`config.mk`:
```
export PLATFORM = sky130hd
export DESIGN_NAME = xrv_lsu
export DESIGN_NICKNAME = d
export VERILOG_FILES = /design/src/rtl/xrv_lsu.sv
export SDC_FILE = /design/constraint.sdc
export NUM_CORES = 1
export LEC_CHECK = 0
export BUFFER_PORTS_ARGS = -buffer_cell sky130_fd_sc_hd__buf_2
export CORE_MARGIN = 2
export CORE_UTILIZATION = 57
export CTS_BUF_LIST = sky130_fd_sc_hd__clkbuf_8 sky130_fd_sc_hd__clkbuf_16
export DETAILED_ROUTE_END_ITERATION = 8
export PLACE_DENSITY = 0.9
export SYNTH_ARGS = -nofsm -noshare
export SYNTH_HDL_FRONTEND = slang
export SYNTH_SLANG_ARGS = --single-unit
export TNS_END_PERCENT = 1
```
`constraint.sdc`:
```
create_clock -name clk -period 3.5 [get_ports clk]
set_input_delay 0.525 -clock clk [delete_from_list [all_inputs] [get_ports clk]]
set_output_delay 0.525 -clock clk [all_outputs]
set_load 0.01 [all_outputs]
```
`src/rtl/xrv_lsu.sv`:
```
// xrv_lsu: load/store unit with an in-order posted store buffer in front of a 32-bit data bus.
// Build option XRV_LSU_MISALIGN_EN splits word-crossing accesses into two aligned beats.
module xrv_lsu #(
    parameter int SB_DEPTH = 4,
    parameter int ADDR_W   = 32
) (
    input  logic              clk,
    input  logic              rstb,
    input  logic              req_valid,
    output logic              req_ready,
    input  logic              req_load,
    input  logic [2:0]        req_funct3,
    input  logic [ADDR_W-1:0] req_addr,
    input  logic [31:0]       req_wdata,
    input  logic [4:0]        req_rd,
    output logic              rsp_valid,
    output logic [4:0]        rsp_rd,
    output logic [31:0]       rsp_data,
    output logic              rsp_err,
    output logic              sb_empty,
    output logic [ADDR_W-1:0] d_addr,
    output logic [3:0]        d_be,
    output logic              d_wr_req,
    output logic [31:0]       d_wr_data,
    input  logic              d_wr_ready,
    output logic              d_rd_req,
    input  logic              d_rd_ready,
    input  logic [31:0]       d_rd_data
);
    localparam int          PW      = $clog2(SB_DEPTH);
    localparam logic [PW:0] SB_FULL = (PW+1)'(SB_DEPTH);

    // IDLE pick work | WR/WR2 write beats | RD/RD2 read beats | RSP load response
    typedef enum logic [2:0] {S_IDLE, S_WR, S_WR2, S_RD, S_RD2, S_RSP} state_t;

    typedef struct packed {
        logic [ADDR_W-1:0] addr;
        logic [3:0]        be_lo;
        logic [3:0]        be_hi;
        logic [31:0]       data_lo;
        logic [31:0]       data_hi;
        logic              split;
    } sb_entry_t;

    state_t            state, state_nxt;
    sb_entry_t         sb_mem [SB_DEPTH];
    sb_entry_t         head, new_entry;
    logic [PW-1:0]     wr_ptr, rd_ptr;
    logic [PW:0]       count;
    logic [7:0]        size_mask, lane_mask;
    logic [63:0]       lane_data;
    logic              mis_raw, err_trig, req_split;
    logic              ld_ready, st_ready, fire, ld_fire, enq, deq;
    logic              ld_pend, split_q, err_q;
    logic [4:0]        ld_rd, err_rd;
    logic [2:0]        ld_f3;
    logic [1:0]        ld_off;
    logic [3:0]        hi_be;
    logic [31:0]       hi_data, rd_lo, rd_hi, ld_word, ld_ext;

    always_comb begin
        case (req_funct3[1:0])
            2'b00:   size_mask = 8'h01;
            2'b01:   size_mask = 8'h03;
            2'b10:   size_mask = 8'h0F;
            default: size_mask = 8'h00;
        endcase
    end

    assign lane_mask = size_mask << req_addr[1:0];
    assign lane_data = {32'h0, req_wdata} << {req_addr[1:0], 3'b000};
    assign mis_raw   = (req_funct3[1:0] == 2'b01 && req_addr[0]) ||
                       (req_funct3[1:0] == 2'b10 && req_addr[1:0] != 2'b00);

`ifdef XRV_LSU_MISALIGN_EN
    assign err_trig  = 1'b0;
    assign req_split = mis_raw & (|lane_mask[7:4]);
`else
    assign err_trig  = mis_raw;
    assign req_split = 1'b0;
`endif

    // A rejected store is held off while a load is in flight so the two responses never collide.
    assign ld_ready  = (count == '0) && (state == S_IDLE) && !ld_pend;
    assign st_ready  = (count < SB_FULL) && !(err_trig && ld_pend);
    assign req_ready = req_load ? ld_ready : st_ready;
    assign fire      = req_valid && req_ready;
    assign ld_fire   = fire && req_load && !err_trig;
    assign enq       = fire && !req_load && !err_trig;
    assign deq       = d_wr_ready && ((state == S_WR && !split_q) || state == S_WR2);

    assign head      = sb_mem[rd_ptr];
    assign new_entry = '{addr: {req_addr[ADDR_W-1:2], 2'b00}, be_lo: lane_mask[3:0],
                         be_hi: lane_mask[7:4], data_lo: lane_data[31:0],
                         data_hi: lane_data[63:32], split: req_split};

    always_ff @(posedge clk) begin
        if (enq) sb_mem[wr_ptr] <= new_entry;
    end

    always_ff @(posedge clk or negedge rstb) begin
        if (!rstb) state <= S_IDLE;
        else       state <= state_nxt;
    end

    always_comb begin
        state_nxt = state;
        case (state)
            S_IDLE: if (count != '0)             state_nxt = S_WR;
                    else if (ld_pend || ld_fire) state_nxt = S_RD;
            S_WR:   if (d_wr_ready)              state_nxt = split_q ? S_WR2 : S_IDLE;
            S_WR2:  if (d_wr_ready)              state_nxt = S_IDLE;
            S_RD:   if (d_rd_ready)              state_nxt = split_q ? S_RD2 : S_RSP;
            S_RD2:  if (d_rd_ready)              state_nxt = S_RSP;
            S_RSP:                               state_nxt = S_IDLE;
            default:                             state_nxt = S_IDLE;
        endcase
    end

    always_ff @(posedge clk or negedge rstb) begin
        if (!rstb) begin
            count     <= '0;
            wr_ptr    <= '0;
            rd_ptr    <= '0;
            ld_pend   <= 1'b0;
            ld_rd     <= '0;
            ld_f3     <= '0;
            ld_off    <= '0;
            split_q   <= 1'b0;
            hi_be     <= '0;
            hi_data   <= '0;
            d_addr    <= '0;
            d_be      <= '0;
            d_wr_data <= '0;
            rd_lo     <= '0;
            rd_hi     <= '0;
            err_q     <= 1'b0;
            err_rd    <= '0;
        end else begin
            case ({enq, deq})
                2'b10:   count <= count + 1'b1;
                2'b01:   count <= count - 1'b1;
                default: count <= count;
            endcase
            if (enq) wr_ptr <= wr_ptr + 1'b1;
            if (deq) rd_ptr <= rd_ptr + 1'b1;

            err_q <= fire && err_trig;
            if (fire && err_trig) err_rd <= req_load ? req_rd : 5'd0;

            if (ld_fire) begin
                ld_pend <= 1'b1;
                ld_rd   <= req_rd;
                ld_f3   <= req_funct3;
                ld_off  <= req_addr[1:0];
            end else if (state == S_RSP) begin
                ld_pend <= 1'b0;
            end

            if (state == S_IDLE && state_nxt == S_WR) begin
                d_addr    <= head.addr;
                d_be      <= head.be_lo;
                d_wr_data <= head.data_lo;
                hi_be     <= head.be_hi;
                hi_data   <= head.data_hi;
                split_q   <= head.split;
            end else if (state == S_IDLE && state_nxt == S_RD) begin
                d_addr  <= {req_addr[ADDR_W-1:2], 2'b00};
                d_be    <= lane_mask[3:0];
                hi_be   <= lane_mask[7:4];
                split_q <= req_split;
                rd_hi   <= '0;
            end else if ((state == S_WR && state_nxt == S_WR2) ||
                         (state == S_RD && state_nxt == S_RD2)) begin
                d_addr    <= d_addr + ADDR_W'(4);
                d_be      <= hi_be;
                d_wr_data <= hi_data;
            end

            if (state == S_RD && d_rd_ready)  rd_lo <= d_rd_data;
            if (state == S_RD2 && d_rd_ready) rd_hi <= d_rd_data;
        end
    end

    assign ld_word = 32'({rd_hi, rd_lo} >> {ld_off, 3'b000});

    always_comb begin
        case (ld_f3)
            3'b000:  ld_ext = {{24{ld_word[7]}}, ld_word[7:0]};
            3'b001:  ld_ext = {{16{ld_word[15]}}, ld_word[15:0]};
            3'b010:  ld_ext = ld_word;
            3'b100:  ld_ext = {24'h0, ld_word[7:0]};
            3'b101:  ld_ext = {16'h0, ld_word[15:0]};
            default: ld_ext = 32'h0;
        endcase
    end

    always_comb begin
        d_wr_req  = 1'b0;
        d_rd_req  = 1'b0;
        rsp_valid = 1'b0;
        rsp_rd    = 5'd0;
        rsp_data  = 32'h0;
        rsp_err   = err_q;
        sb_empty  = (count == '0) && (state == S_IDLE) && !ld_pend;
        case (state)
            S_WR, S_WR2: d_wr_req = 1'b1;
            S_RD, S_RD2: d_rd_req = 1'b1;
            S_RSP: begin
                rsp_valid = 1'b1;
                rsp_rd    = ld_rd;
                rsp_data  = ld_ext;
            end
            default: ;
        endcase
        if (err_q) begin
            rsp_valid = 1'b1;
            rsp_rd    = err_rd;
        end
    end

endmodule

```
==> results of run 1 <==
[registers in the layout, indices dropped and copies added, names as in the netlist, 3 cells and up]
register / cells
sb_mem: 264
state: 3
d_be: 4
err_rd: 5
d_wr_data: 32
count: 3
rd_hi: 24
d_addr: 30
ld_rd: 5
rd_lo: 32
ld_f3: 3
[logic make-up (layout without fill, tap and decap cells)]
| family | Yosys count | count (layout) | synth area share, % |
|---|---|---|---|
| DFF | 413 | 413 | 66.2 |
| muxes | 213 | 213 | 19.6 |
| and+or+nand+nor | 194 | 194 | 5.24 |
| AOI/OAI and AO/OA | 128 | 128 | 4.80 |
| buffers and inverters | 125 | 367 | 3.07 |
| adders and majority gates | 10 | 10 | 0.753 |
| xor gates and xnor gates | 7 | 7 | 0.348 |
| other | 1 | 5 | 0.0213 |
[cells in the final DEF (no fill, tap or decap), types with 4 or more instances in the layout]
cell and count:
inv_1 49, dfrtp_1 146, buf_2 217, bufinv_16 5, nand2_1 106, and2_1 10
ha_1 9, and2_4 4, nand4_1 7, nor3_2 4, o21ai_0 46, mux2_2 83
mux2i_1 32, clkinv_2 7, a222oi_1 22, nor2b_1 9, nor2_1 27, xnor2_1 4
edfxtp_1 264, clkbuf_16 44, clkinv_1 6, a22o_1 5, nor3_1 4, buf_4 16
nand3_1 6, clkinv_4 4, mux4_2 97, a21oi_1 36, buf_12 10
[power breakdown]
part           switching, mW  leakage [nW]  total, mW  internal (mW)
registers              0.862          4.27       6.99           6.13
clock network           1.88         0.721       4.59           2.71
logic                   2.54          3.14       5.09           2.54
total                   5.28          8.14       16.7           11.4
[Yosys cell counts (4+ instances only)]
library cell    n  area share (%)
edfxtp_1      264              45
dfrtp_1       149              21
nand2_1       106             2.3
mux4_2         97              12
mux2_2         83             5.3
o21ai_0        46             1.3
inv_1          44            0.94
a21oi_1        36             1.0
clkbuf_1       32            0.68
mux2i_1        32             1.8
buf_2          31            0.88
nor2_1         27            0.58
a222oi_1       22             1.3
and2_1         16            0.57
buf_1           9            0.19
ha_1            9            0.64
nor2b_1         9            0.32
nand4_1         7            0.25
nand3_1         6            0.17
a22o_1          5            0.25
nor3_1          5            0.14
buf_4           4            0.17
xnor2_1         4            0.20
[worst paths after layout]
path / from / slack, ns / endpoint / cells past startpoint
worst min-delay path: rstb / -0.02 / d_wr_data[30] / 1
worst min register to register: d_addr[29] / 0.49 / d_addr[29] / 2
worst max-delay path: ld_off[0] / 0.22 / rsp_data[24] / 6
max in group asynchronous: rstb / 2.56 / rd_lo[6] / 2
worst max register to register: state[0] / 1.16 / d_addr[2] / 5
min in group clk: d_rd_data[8] / 0.21 / rd_hi[8] / 3
[per-layer routing]
layer	GRT usage (%)	wire length (microns)	part of all wire, %
met1	34.2	15400	37
met2	41.7	20500	49
met3	5.11	3680	8.9
met4	11.2	1850	4.5
met5	0	15	0.036
[worst max-delay path, cell delays in order, from the launching register on]
cell and delay, ns:
dfrtp_2 0.68, mux4_2 0.59, nand2_1 0.08, o21ai_0 0.07, nand2_1 0.47, a21oi_1 0.14, buf_2 0.17
[through the flow]
step	setup slack, ns	TNS [ns]
after floorplan	-0.204	-40.47
after global placement	0.573	0
after detailed placement	0.413	0
after CTS	0.196	0
after global routing	0.0292	0
final	0.223	0
[layout make-up]
type,instances,area [sq um]
Timing Repair Buffer,244,1420
Tap cell,396,495
Clock buffer,46,1130
Fill cell,1915,9870
Antenna cell,3,7.51
Sequential cell,413,11700
Multi-Input combinational cell,554,5440
Inverter,45,169
Clock inverter,32,317
==> impl_results.html, run 1 <==
<table>
<tr><th>Metric</th><th>Value</th></tr>
<tr><th colspan="2">Outcome</th></tr>
<tr><td>Outcome</td><td>finished with violations</td></tr>
<tr><td>Violated checks</td><td>hold timing</td></tr>
<tr><th colspan="2">Clocking</th></tr>
<tr><td>Count of hold-fix buffers inserted at cts</td><td>0</td></tr>
<tr><td>Number of gates resized after CTS</td><td>0</td></tr>
<tr><td>Number of clock buffers inserted by TritonCTS</td><td>42</td></tr>
<tr><td>Clock transition at the registers of the reported paths</td><td>0.06 ns</td></tr>
<tr><td>Buffers inserted during post-CTS setup optimization</td><td>0</td></tr>
<tr><td>Root buffer selected by CTS</td><td>clkbuf_16</td></tr>
<tr><td>Clock insertion delay at the later pin of the skew report</td><td>0.55 ns</td></tr>
<tr><td>Number of levels the H-tree was split into</td><td>2</td></tr>
<tr><td>Worst-case clock buffer depth</td><td>3</td></tr>
<tr><td>Clock sinks</td><td>413</td></tr>
<tr><td>CTS tree</td><td>done</td></tr>
<tr><th colspan="2">Global route</th></tr>
<tr><td>Sum of overflow across all layers after global routing</td><td>0</td></tr>
<tr><td>Antenna violations before repair</td><td>4</td></tr>
<tr><td>Maximum number of pins on one net before global-route repair</td><td>67</td></tr>
<tr><td>Global-route wire length before repair</td><td>64.1 mm</td></tr>
<tr><td>Number of global-route vias before repair</td><td>11000</td></tr>
<tr><td>Global routing usage summed across all routing layers</td><td>25.7%</td></tr>
<tr><th colspan="2">Pwr</th></tr>
<tr><td>Power Density</td><td>808 nW/um^2</td></tr>
<tr><td>Tot Pwr</td><td>16.7 mW</td></tr>
<tr><td>Peak supply drop</td><td>0.000500 V</td></tr>
<tr><td>Leakage power figure</td><td>8.14 nW</td></tr>
<tr><th colspan="2">STA</th></tr>
<tr><td>Hold Vio Cnt, Final</td><td>11</td></tr>
<tr><td>Number of setup violations in the final report</td><td>0</td></tr>
<tr><td>Final min period</td><td>3.28 ns</td></tr>
<tr><td>Ratio of final minimum period to clock period</td><td>93.6%</td></tr>
<tr><td>Worst-case clock skew</td><td>0.0212 ns</td></tr>
<tr><td>Max-slew violations</td><td>0</td></tr>
<tr><td>Fmax achieved</td><td>0.305 GHz</td></tr>
<tr><td>Worst Hold Slack</td><td>-0.0207 ns</td></tr>
<tr><td>Setup repair after global routing missed its margin</td><td>no</td></tr>
<tr><td>Relative slew margins</td><td>30.7%</td></tr>
<tr><td>Worst Max-Slew Pin Slew</td><td>1.04 ns</td></tr>
<tr><th colspan="2">Hold path</th></tr>
<tr><td>Min-Delay Path Class</td><td>primary input to async pin</td></tr>
<tr><th colspan="2">Worst setup path</th></tr>
<tr><td>Type of the worst setup path</td><td>flip-flop to output port</td></tr>
<tr><td>Data required time at the worst endpoint</td><td>2.97 ns</td></tr>
<tr><td>Crit path DAT</td><td>2.75 ns</td></tr>
<tr><td>CP max FO</td><td>18</td></tr>
<tr><td>Critical path launch point type</td><td>flip-flop</td></tr>
<tr><td>Kind of end point of the critical path</td><td>output port</td></tr>
<tr><th colspan="2">Yosys</th></tr>
<tr><td>Register area share after synthesis</td><td>66.2%</td></tr>
<tr><td>EDFF count, synth</td><td>264</td></tr>
<tr><td>Synthesized area per cell</td><td>16.1 sq um</td></tr>
<tr><td>Yosys synthesis warning count</td><td>0</td></tr>
<tr><td>Post-synthesis instance area</td><td>17600 sq um</td></tr>
<tr><td>Ys flop type</td><td>edfxtp_1</td></tr>
<tr><td>FFs w/ async S/R, synth</td><td>36.1%</td></tr>
<tr><td>Number of storage elements in the synthesis netlist</td><td>413</td></tr>
<tr><td>Cells after Synth</td><td>1091</td></tr>
<tr><td>Unique masters post-synth</td><td>57</td></tr>
<tr><th colspan="2">Route</th></tr>
<tr><td>Average via count per standard cell</td><td>6.24</td></tr>
<tr><td>Number of design-rule violations left by the first detailed-router iteration</td><td>1167</td></tr>
<tr><td>Drt drc</td><td>0</td></tr>
<tr><td>1st-pass router iterations</td><td>8</td></tr>
<tr><td>Overall via count from detail_route</td><td>10800</td></tr>
<tr><td>Count of nets left with antenna violations after detail routing</td><td>0</td></tr>
<tr><td>Wirelength per Cell</td><td>23.9 microns</td></tr>
<tr><td>Final wirelength</td><td>41.5 mm</td></tr>
<tr><th colspan="2">Run</th></tr>
<tr><td>Maximum capacitance violations</td><td>0</td></tr>
<tr><th colspan="2">Cells and area</th></tr>
<tr><td>Final standard cell count with taps included and fillers excluded</td><td>1733</td></tr>
<tr><td>Signed area change from the synthesized netlist to the final layout</td><td>17.2%</td></tr>
<tr><td>Final-stage net count</td><td>1420</td></tr>
<tr><td>Post-route cell area</td><td>20600 sq um</td></tr>
<tr><td>Share of post-route cells with drive strength above 1</td><td>38.5%</td></tr>
<tr><td>Layout Utilization</td><td>67.6%</td></tr>
<tr><th colspan="2">Die</th></tr>
<tr><td>Ports placed on the boundary</td><td>221</td></tr>
<tr><td>Chip Width</td><td>180 microns</td></tr>
<tr><td>Total core area</td><td>30500 sq um</td></tr>
<tr><td>Chip height</td><td>180 microns</td></tr>
<tr><td>Initial standard-cell utilization of the core</td><td>57.7%</td></tr>
<tr><td>Area of the die</td><td>32300 sq um</td></tr>
<tr><td>FP Rows</td><td>64</td></tr>
<tr><th colspan="2">Placement</th></tr>
<tr><td>Final GP Congestion</td><td>0.815</td></tr>
<tr><td>Final HPWL DP</td><td>25.9 mm</td></tr>
<tr><td>Port Buf Inserts</td><td>218</td></tr>
<tr><td>Placed cells</td><td>1652</td></tr>
<tr><td>Post-Place Cell Area</td><td>19200 sq um</td></tr>
</table>
No activity file was read; power rests on OpenSTA's default activity.
==> run 2, diff against run 1 <==
Settings changed: CTS_BUF_LIST sky130_fd_sc_hd__clkbuf_8 sky130_fd_sc_hd__clkbuf_16 to not set, RECOVER_POWER set to 25.
==> impl_results.html, run 2 (synthesized netlist as in run 1, its figures left out) <==
<table>
<tr><th>Metric</th><th>Value</th></tr>
<tr><th colspan="2">Worst setup path</th></tr>
<tr><td>Highest cell delay on the worst timing path</td><td>0.68 ns</td></tr>
<tr><td>Critical path launch point type</td><td>flip-flop</td></tr>
<tr><td>Crit path DAT</td><td>2.75 ns</td></tr>
<tr><td>Type of the worst setup path</td><td>flip-flop to output port</td></tr>
<tr><td>Register-to-register path setup slack</td><td>1.13 ns</td></tr>
<tr><td>Crit path top cell by count</td><td>nand2_1</td></tr>
<tr><td>Kind of end point of the critical path</td><td>output port</td></tr>
<tr><td>Data required time at the worst endpoint</td><td>2.97 ns</td></tr>
<tr><td>CP max FO</td><td>18</td></tr>
<tr><td>Worst path cell trace</td><td>mux4_2 -&gt; nand2_1 -&gt; o21ai_0 -&gt; nand2_1 -&gt; a21oi_1 -&gt; buf_2</td></tr>
<tr><td>Critical R2R Capture</td><td>d_addr[2]</td></tr>
<tr><td>Worst R2R Start</td><td>state[0]</td></tr>
<tr><td>Slowest cell on the critical path</td><td>dfrtp_2</td></tr>
<tr><td>Cells on worst reg2reg path</td><td>5</td></tr>
<tr><th colspan="2">Placement</th></tr>
<tr><td>Final HPWL DP</td><td>25.9 mm</td></tr>
<tr><td>Placement-stage worst setup slack</td><td>0.413 ns</td></tr>
<tr><td>Final GP Congestion</td><td>0.815</td></tr>
<tr><td>Port Buf Inserts</td><td>218</td></tr>
<tr><th colspan="2">Route</th></tr>
<tr><td>Overall via count from detail_route</td><td>10800</td></tr>
<tr><td>1st-pass router iterations</td><td>8</td></tr>
<tr><td>Count of nets left with antenna violations after detail routing</td><td>0</td></tr>
<tr><td>Final wirelength</td><td>41.6 mm</td></tr>
<tr><td>Average via count per standard cell</td><td>6.25</td></tr>
<tr><td>Drt drc</td><td>0</td></tr>
<tr><td>Wirelength per Cell</td><td>24.0 microns</td></tr>
<tr><td>Number of design-rule violations left by the first detailed-router iteration</td><td>1099</td></tr>
<tr><th colspan="2">Hold path</th></tr>
<tr><td>Hold path endpoint</td><td>rd_hi[8]</td></tr>
<tr><td>Hold depth</td><td>3</td></tr>
<tr><td>HP Start</td><td>d_rd_data[8]</td></tr>
<tr><td>Min-Delay Path Class</td><td>primary input to flip-flop</td></tr>
<tr><th colspan="2">Clocking</th></tr>
<tr><td>Clock sinks</td><td>413</td></tr>
<tr><td>CTS tree</td><td>done</td></tr>
<tr><td>Root buffer selected by CTS</td><td>clkbuf_16</td></tr>
<tr><td>Number of levels the H-tree was split into</td><td>2</td></tr>
<tr><td>Number of clock buffers inserted by TritonCTS</td><td>42</td></tr>
<tr><td>Number of gates resized after CTS</td><td>0</td></tr>
<tr><td>Clock transition at the registers of the reported paths</td><td>0.06 ns</td></tr>
<tr><td>Worst-case clock buffer depth</td><td>3</td></tr>
<tr><td>Count of hold-fix buffers inserted at cts</td><td>0</td></tr>
<tr><td>Clock insertion delay at the later pin of the skew report</td><td>0.54 ns</td></tr>
<tr><td>Buffers inserted during post-CTS setup optimization</td><td>0</td></tr>
<tr><th colspan="2">Die</th></tr>
<tr><td>Total core area</td><td>30500 sq um</td></tr>
<tr><td>Area of the die</td><td>32300 sq um</td></tr>
<tr><td>FP Rows</td><td>64</td></tr>
<tr><td>Chip Width</td><td>180 microns</td></tr>
<tr><td>Chip height</td><td>180 microns</td></tr>
<tr><td>Initial standard-cell utilization of the core</td><td>57.7%</td></tr>
<tr><td>Ports placed on the boundary</td><td>221</td></tr>
<tr><th colspan="2">Outcome</th></tr>
<tr><td>Outcome</td><td>finished with violations</td></tr>
<tr><td>Violated checks</td><td>capacitance limit, slew limit</td></tr>
<tr><th colspan="2">Global route</th></tr>
<tr><td>Global-route wire length before repair</td><td>64.1 mm</td></tr>
<tr><td>Number of global-route vias before repair</td><td>11000</td></tr>
<tr><td>Global routing usage summed across all routing layers</td><td>25.7%</td></tr>
<tr><td>Met1 Use GR</td><td>34.2%</td></tr>
<tr><td>Sum of overflow across all layers after global routing</td><td>0</td></tr>
<tr><td>Met2 Use GR</td><td>41.7%</td></tr>
<tr><td>Antenna violations before repair</td><td>4</td></tr>
<tr><td>Global route hottest layer</td><td>met2</td></tr>
<tr><td>Maximum number of pins on one net before global-route repair</td><td>67</td></tr>
<tr><td>Met3 Usage GRT</td><td>5.11%</td></tr>
<tr><th colspan="2">STA</th></tr>
<tr><td>Minimum setup slack in the final design</td><td>0.226 ns</td></tr>
<tr><td>Relative slew margins</td><td>-18.6%</td></tr>
<tr><td>Final min period</td><td>3.27 ns</td></tr>
<tr><td>Worst Hold Slack</td><td>0.205 ns</td></tr>
<tr><td>Hold Vio Cnt, Final</td><td>0</td></tr>
<tr><td>Worst Max-Slew Pin Slew</td><td>1.78 ns</td></tr>
<tr><td>Worst-case clock skew</td><td>0.0191 ns</td></tr>
<tr><td>Number of setup violations in the final report</td><td>0</td></tr>
<tr><td>Max-slew violations</td><td>65</td></tr>
<tr><td>Fmax achieved</td><td>0.305 GHz</td></tr>
<tr><td>Ratio of final minimum period to clock period</td><td>93.6%</td></tr>
<tr><td>Setup repair after global routing missed its margin</td><td>no</td></tr>
<tr><th colspan="2">Cells and area</th></tr>
<tr><td>Largest register by flop count</td><td>sb_mem</td></tr>
<tr><td>Share of post-route cells with drive strength above 1</td><td>36.3%</td></tr>
<tr><td>Registers with the highest flip-flop counts</td><td>sb_mem x264, d_wr_data x32, rd_lo x32</td></tr>
<tr><td>Largest register FFs</td><td>264</td></tr>
<tr><td>Most frequent cells in the layout</td><td>264 x edfxtp_1, 187 x buf_2, 146 x dfrtp_1</td></tr>
<tr><td>Signed area change from the synthesized netlist to the final layout</td><td>16.8%</td></tr>
<tr><td>Filler cell count</td><td>1943</td></tr>
<tr><td>Final-stage net count</td><td>1420</td></tr>
<tr><td>Most common cell after layout, fill and taps aside</td><td>edfxtp_1</td></tr>
<tr><th colspan="2">Pwr</th></tr>
<tr><td>Peak supply drop</td><td>0.000498 V</td></tr>
<tr><td>Power Density</td><td>810 nW/um^2</td></tr>
<tr><td>Leakage power figure</td><td>8.03 nW</td></tr>
<tr><th colspan="2">Run</th></tr>
<tr><td>Maximum capacitance violations</td><td>1</td></tr>
</table>
run 2: worst max-delay path: cells and delay by family (launching register included):
kind                   cells  cell delay, ns
DFF                        1            0.68
muxes                      1            0.59
and+or+nand+nor            2            0.55
AOI/OAI and AO/OA          2            0.21
buffers and inverters      1            0.17
run 2: cell type report:
type                            instances  area (sq um)  share of cell area, %
Sequential cell                       413         11700                   56.7
Timing Repair Buffer                  244          1360                   6.60
Clock inverter                         27           298                   1.45
Inverter                               45           169                  0.821
Antenna cell                            3          7.51                 0.0365
Clock buffer                           51          1150                   5.58
Multi-Input combinational cell        554          5440                   26.4
Tap cell                              396           495                   2.41
run 2: stage by stage:
step                      setup TNS (ns)  total power, mW  utilization, %  instance area, sq um  cells
after floorplan                   -40.47             10.4               -                 17600   1092
after global placement                 0             11.8            62.9                 19200   1652
after detailed placement               0             12.1            62.9                 19200   1652
after CTS                              0             16.8            67.6                 20600   1730
after global routing                   0             17.4            67.4                 20600   1733
final                                  0             16.7            67.4                 20600   1733
run 2: worst max path at each step:
stage | end | cells past startpoint | slack [ns] | from
after global placement | sb_mem[2][77] | 9 | 0.57 | req_funct3[0]
after global routing | rsp_data[23] | 6 | 0.03 | ld_off[0]
final | rsp_data[24] | 6 | 0.23 | ld_off[0]
after floorplan | sb_mem[3][100] | 8 | -0.20 | req_funct3[0]
after CTS | rsp_data[30] | 6 | 0.20 | ld_off[0]
after detailed placement | sb_mem[2][76] | 9 | 0.41 | req_funct3[0]
run 2: power by group:
part	leakage [nW]	total [mW]	internal, mW	switching, mW
sequential	4.27	6.99	6.13	0.862
clock	0.701	4.61	2.73	1.88
combinational	3.05	5.07	2.53	2.54
total	8.03	16.7	11.4	5.28
run 2: routing by layer:
| metal | routed length, microns | vias up |
|---|---|---|
| met2 | 20400 | 638 |
| li1 | - | 4585 |
| met5 | 15 | - |
| met3 | 3760 | 144 |
| met1 | 15500 | 5461 |
| met4 | 1850 | 2 |
==> run 3, diff against run 2 <==
Clock period 3.5 ns to 3.1 ns, I/O delays scaled along.
==> impl_results.html, run 3 (synthesized netlist as in run 1, its figures left out) <==
<table>
<tr><th>Metric</th><th>Value</th></tr>
<tr><th colspan="2">Outcome</th></tr>
<tr><td>Outcome</td><td>finished with violations</td></tr>
<tr><td>Violated checks</td><td>capacitance limit, slew limit</td></tr>
<tr><th colspan="2">Route</th></tr>
<tr><td>1st-pass router iterations</td><td>8</td></tr>
<tr><td>Drt drc</td><td>0</td></tr>
<tr><td>Count of nets left with antenna violations after detail routing</td><td>0</td></tr>
<tr><td>Overall via count from detail_route</td><td>10800</td></tr>
<tr><td>Final wirelength</td><td>41.5 mm</td></tr>
<tr><td>Wirelength per Cell</td><td>23.8 microns</td></tr>
<tr><td>Number of design-rule violations left by the first detailed-router iteration</td><td>1014</td></tr>
<tr><td>Average via count per standard cell</td><td>6.20</td></tr>
<tr><th colspan="2">Pwr</th></tr>
<tr><td>Tot Pwr</td><td>18.9 mW</td></tr>
<tr><td>Leakage power figure</td><td>8.10 nW</td></tr>
<tr><td>Power Density</td><td>911 nW/um^2</td></tr>
<tr><td>Peak supply drop</td><td>0.000546 V</td></tr>
<tr><th colspan="2">Cells and area</th></tr>
<tr><td>Share of post-route cells with drive strength above 1</td><td>36.8%</td></tr>
<tr><td>Filler cell count</td><td>1965</td></tr>
<tr><td>Largest register FFs</td><td>264</td></tr>
<tr><td>Area taken by flip-flops and latches</td><td>11700 sq um</td></tr>
<tr><td>Final-stage net count</td><td>1432</td></tr>
<tr><td>Layout Utilization</td><td>67.9%</td></tr>
<tr><td>Largest register by flop count</td><td>sb_mem</td></tr>
<tr><td>Most frequent cells in the layout</td><td>264 x edfxtp_1, 187 x buf_2, 146 x dfrtp_1</td></tr>
<tr><td>Signed area change from the synthesized netlist to the final layout</td><td>17.6%</td></tr>
<tr><td>Registers with the highest flip-flop counts</td><td>sb_mem x264, d_wr_data x32, rd_lo x32</td></tr>
<tr><td>Most common cell after layout, fill and taps aside</td><td>edfxtp_1</td></tr>
<tr><td>Multi-input combinational cell area</td><td>5440 sq um</td></tr>
<tr><th colspan="2">Worst setup path</th></tr>
<tr><td>Buffer and inverter count on the worst path</td><td>1</td></tr>
<tr><td>CP max FO</td><td>16</td></tr>
<tr><td>Crit path top cell by count</td><td>nand2_1</td></tr>
<tr><td>Data required time at the worst endpoint</td><td>2.63 ns</td></tr>
<tr><td>Slowest cell on the critical path</td><td>mux4_2</td></tr>
<tr><td>Kind of end point of the critical path</td><td>output port</td></tr>
<tr><td>Family with the most delay on the worst path</td><td>simple AND/OR/NAND/NOR gates</td></tr>
<tr><td>Worst path cell trace</td><td>mux4_2 -&gt; nand2_1 -&gt; o21ai_0 -&gt; nand2_1 -&gt; a21oi_1 -&gt; buf_2</td></tr>
<tr><td>Type of the worst setup path</td><td>flip-flop to output port</td></tr>
<tr><td>Crit path DAT</td><td>2.53 ns</td></tr>
<tr><td>Highest cell delay on the worst timing path</td><td>0.51 ns</td></tr>
<tr><td>Critical path launch point type</td><td>flip-flop</td></tr>
<tr><td>Timing startpoint of the critical path</td><td>rd_lo[31]</td></tr>
<tr><td>Worst R2R Start</td><td>state[0]</td></tr>
<tr><th colspan="2">STA</th></tr>
<tr><td>Hold Vio Cnt, Final</td><td>0</td></tr>
<tr><td>Worst Max-Slew Pin Slew</td><td>2.40 ns</td></tr>
<tr><td>Max-slew violations</td><td>86</td></tr>
<tr><td>Worst-case clock skew</td><td>0.0138 ns</td></tr>
<tr><td>Setup repair after global routing missed its margin</td><td>no</td></tr>
<tr><td>Fmax achieved</td><td>0.334 GHz</td></tr>
<tr><td>Ratio of final minimum period to clock period</td><td>96.6%</td></tr>
<tr><td>Worst Hold Slack</td><td>0.131 ns</td></tr>
<tr><td>Relative slew margins</td><td>-60.2%</td></tr>
<tr><td>Minimum setup slack in the final design</td><td>0.104 ns</td></tr>
<tr><td>Final min period</td><td>3.00 ns</td></tr>
<tr><td>Number of setup violations in the final report</td><td>0</td></tr>
<tr><th colspan="2">Clocking</th></tr>
<tr><td>Count of hold-fix buffers inserted at cts</td><td>0</td></tr>
<tr><td>Worst-case clock buffer depth</td><td>3</td></tr>
<tr><td>Clock insertion delay at the later pin of the skew report</td><td>0.55 ns</td></tr>
<tr><td>Number of gates resized after CTS</td><td>0</td></tr>
<tr><td>Clock sinks</td><td>413</td></tr>
<tr><td>CTS tree</td><td>done</td></tr>
<tr><td>Buffers inserted during post-CTS setup optimization</td><td>0</td></tr>
<tr><td>Clock transition at the registers of the reported paths</td><td>0.06 ns</td></tr>
<tr><td>Root buffer selected by CTS</td><td>clkbuf_16</td></tr>
<tr><td>Number of clock buffers inserted by TritonCTS</td><td>42</td></tr>
<tr><td>Number of levels the H-tree was split into</td><td>2</td></tr>
<tr><th colspan="2">Die</th></tr>
<tr><td>Total core area</td><td>30500 sq um</td></tr>
<tr><td>Ports placed on the boundary</td><td>221</td></tr>
<tr><td>Initial standard-cell utilization of the core</td><td>57.7%</td></tr>
<tr><td>FP Rows</td><td>64</td></tr>
<tr><td>Chip height</td><td>180 microns</td></tr>
<tr><td>Chip Width</td><td>180 microns</td></tr>
<tr><td>Area of the die</td><td>32300 sq um</td></tr>
<tr><th colspan="2">Global route</th></tr>
<tr><td>Global routing usage summed across all routing layers</td><td>25.8%</td></tr>
<tr><td>Antenna violations before repair</td><td>2</td></tr>
<tr><td>Global-route wire length before repair</td><td>64.8 mm</td></tr>
<tr><td>Sum of overflow across all layers after global routing</td><td>0</td></tr>
<tr><td>Number of global-route vias before repair</td><td>11400</td></tr>
<tr><td>Maximum number of pins on one net before global-route repair</td><td>87</td></tr>
<tr><th colspan="2">Placement</th></tr>
<tr><td>Final HPWL DP</td><td>26.9 mm</td></tr>
<tr><td>Final GP Congestion</td><td>0.842</td></tr>
<tr><td>Port Buf Inserts</td><td>218</td></tr>
<tr><td>Placement-stage worst setup slack</td><td>0.327 ns</td></tr>
<tr><th colspan="2">Hold path</th></tr>
<tr><td>HP Start</td><td>d_rd_data[23]</td></tr>
<tr><td>Min-Delay Path Class</td><td>primary input to flip-flop</td></tr>
<tr><th colspan="2">Run</th></tr>
<tr><td>Maximum capacitance violations</td><td>1</td></tr>
</table>
-- run 3: area by class of cell --
cell class              instances  share of cell area, %
flip-flops and latches        413                   56.3
well taps                     396                   2.39
clock inverters                25                   1.58
clock buffers                  53                   5.42
inverters                      45                  0.816
repair buffers                256                   7.18
diodes                          2                 0.0242
multi-input cells             554                   26.3
-- run 3: path summary, 6_finish.rpt --
kind,end,slack [ns],depth (start not counted)
max,rsp_data[25],0.10,6
min,rd_hi[23],0.13,3
max reg2reg,d_wr_data[1],0.58,4
min reg2reg,d_addr[30],0.50,2
max in group asynchronous,d_wr_data[3],0.57,2
min in group asynchronous,d_wr_data[23],0.60,1
-- run 3: routing by layer --
layer  wire, microns  global-route usage (%)
met5               0                       0
met4            1620                    11.3
met3            3170                    4.42
met2           20600                    42.3
met1           16100                    34.6
-- run 3: worst min-delay path, cell delays in order --
cell and delay (ns):
buf_2 0.08, nand2_1 0.04, o21ai_0 0.05
-- run 3: report_power, final --
group / switching [mW] / internal [mW] / leakage [nW]
clock network: 2.13 / 3.11 / 0.711
logic: 2.92 / 2.90 / 3.12
registers: 0.883 / 6.92 / 4.27
total: 5.93 / 12.9 / 8.10
-- run 3: metrics by stage --
step,setup TNS [ns],cell area [sq um],cells
2_1_floorplan,-107.79,17600,1092
3_3_place_gp,0,19300,1664
3_5_place_dp,0,19300,1664
4_1_cts,0,20800,1742
5_1_grt,0,20700,1744
6_report,0,20700,1744
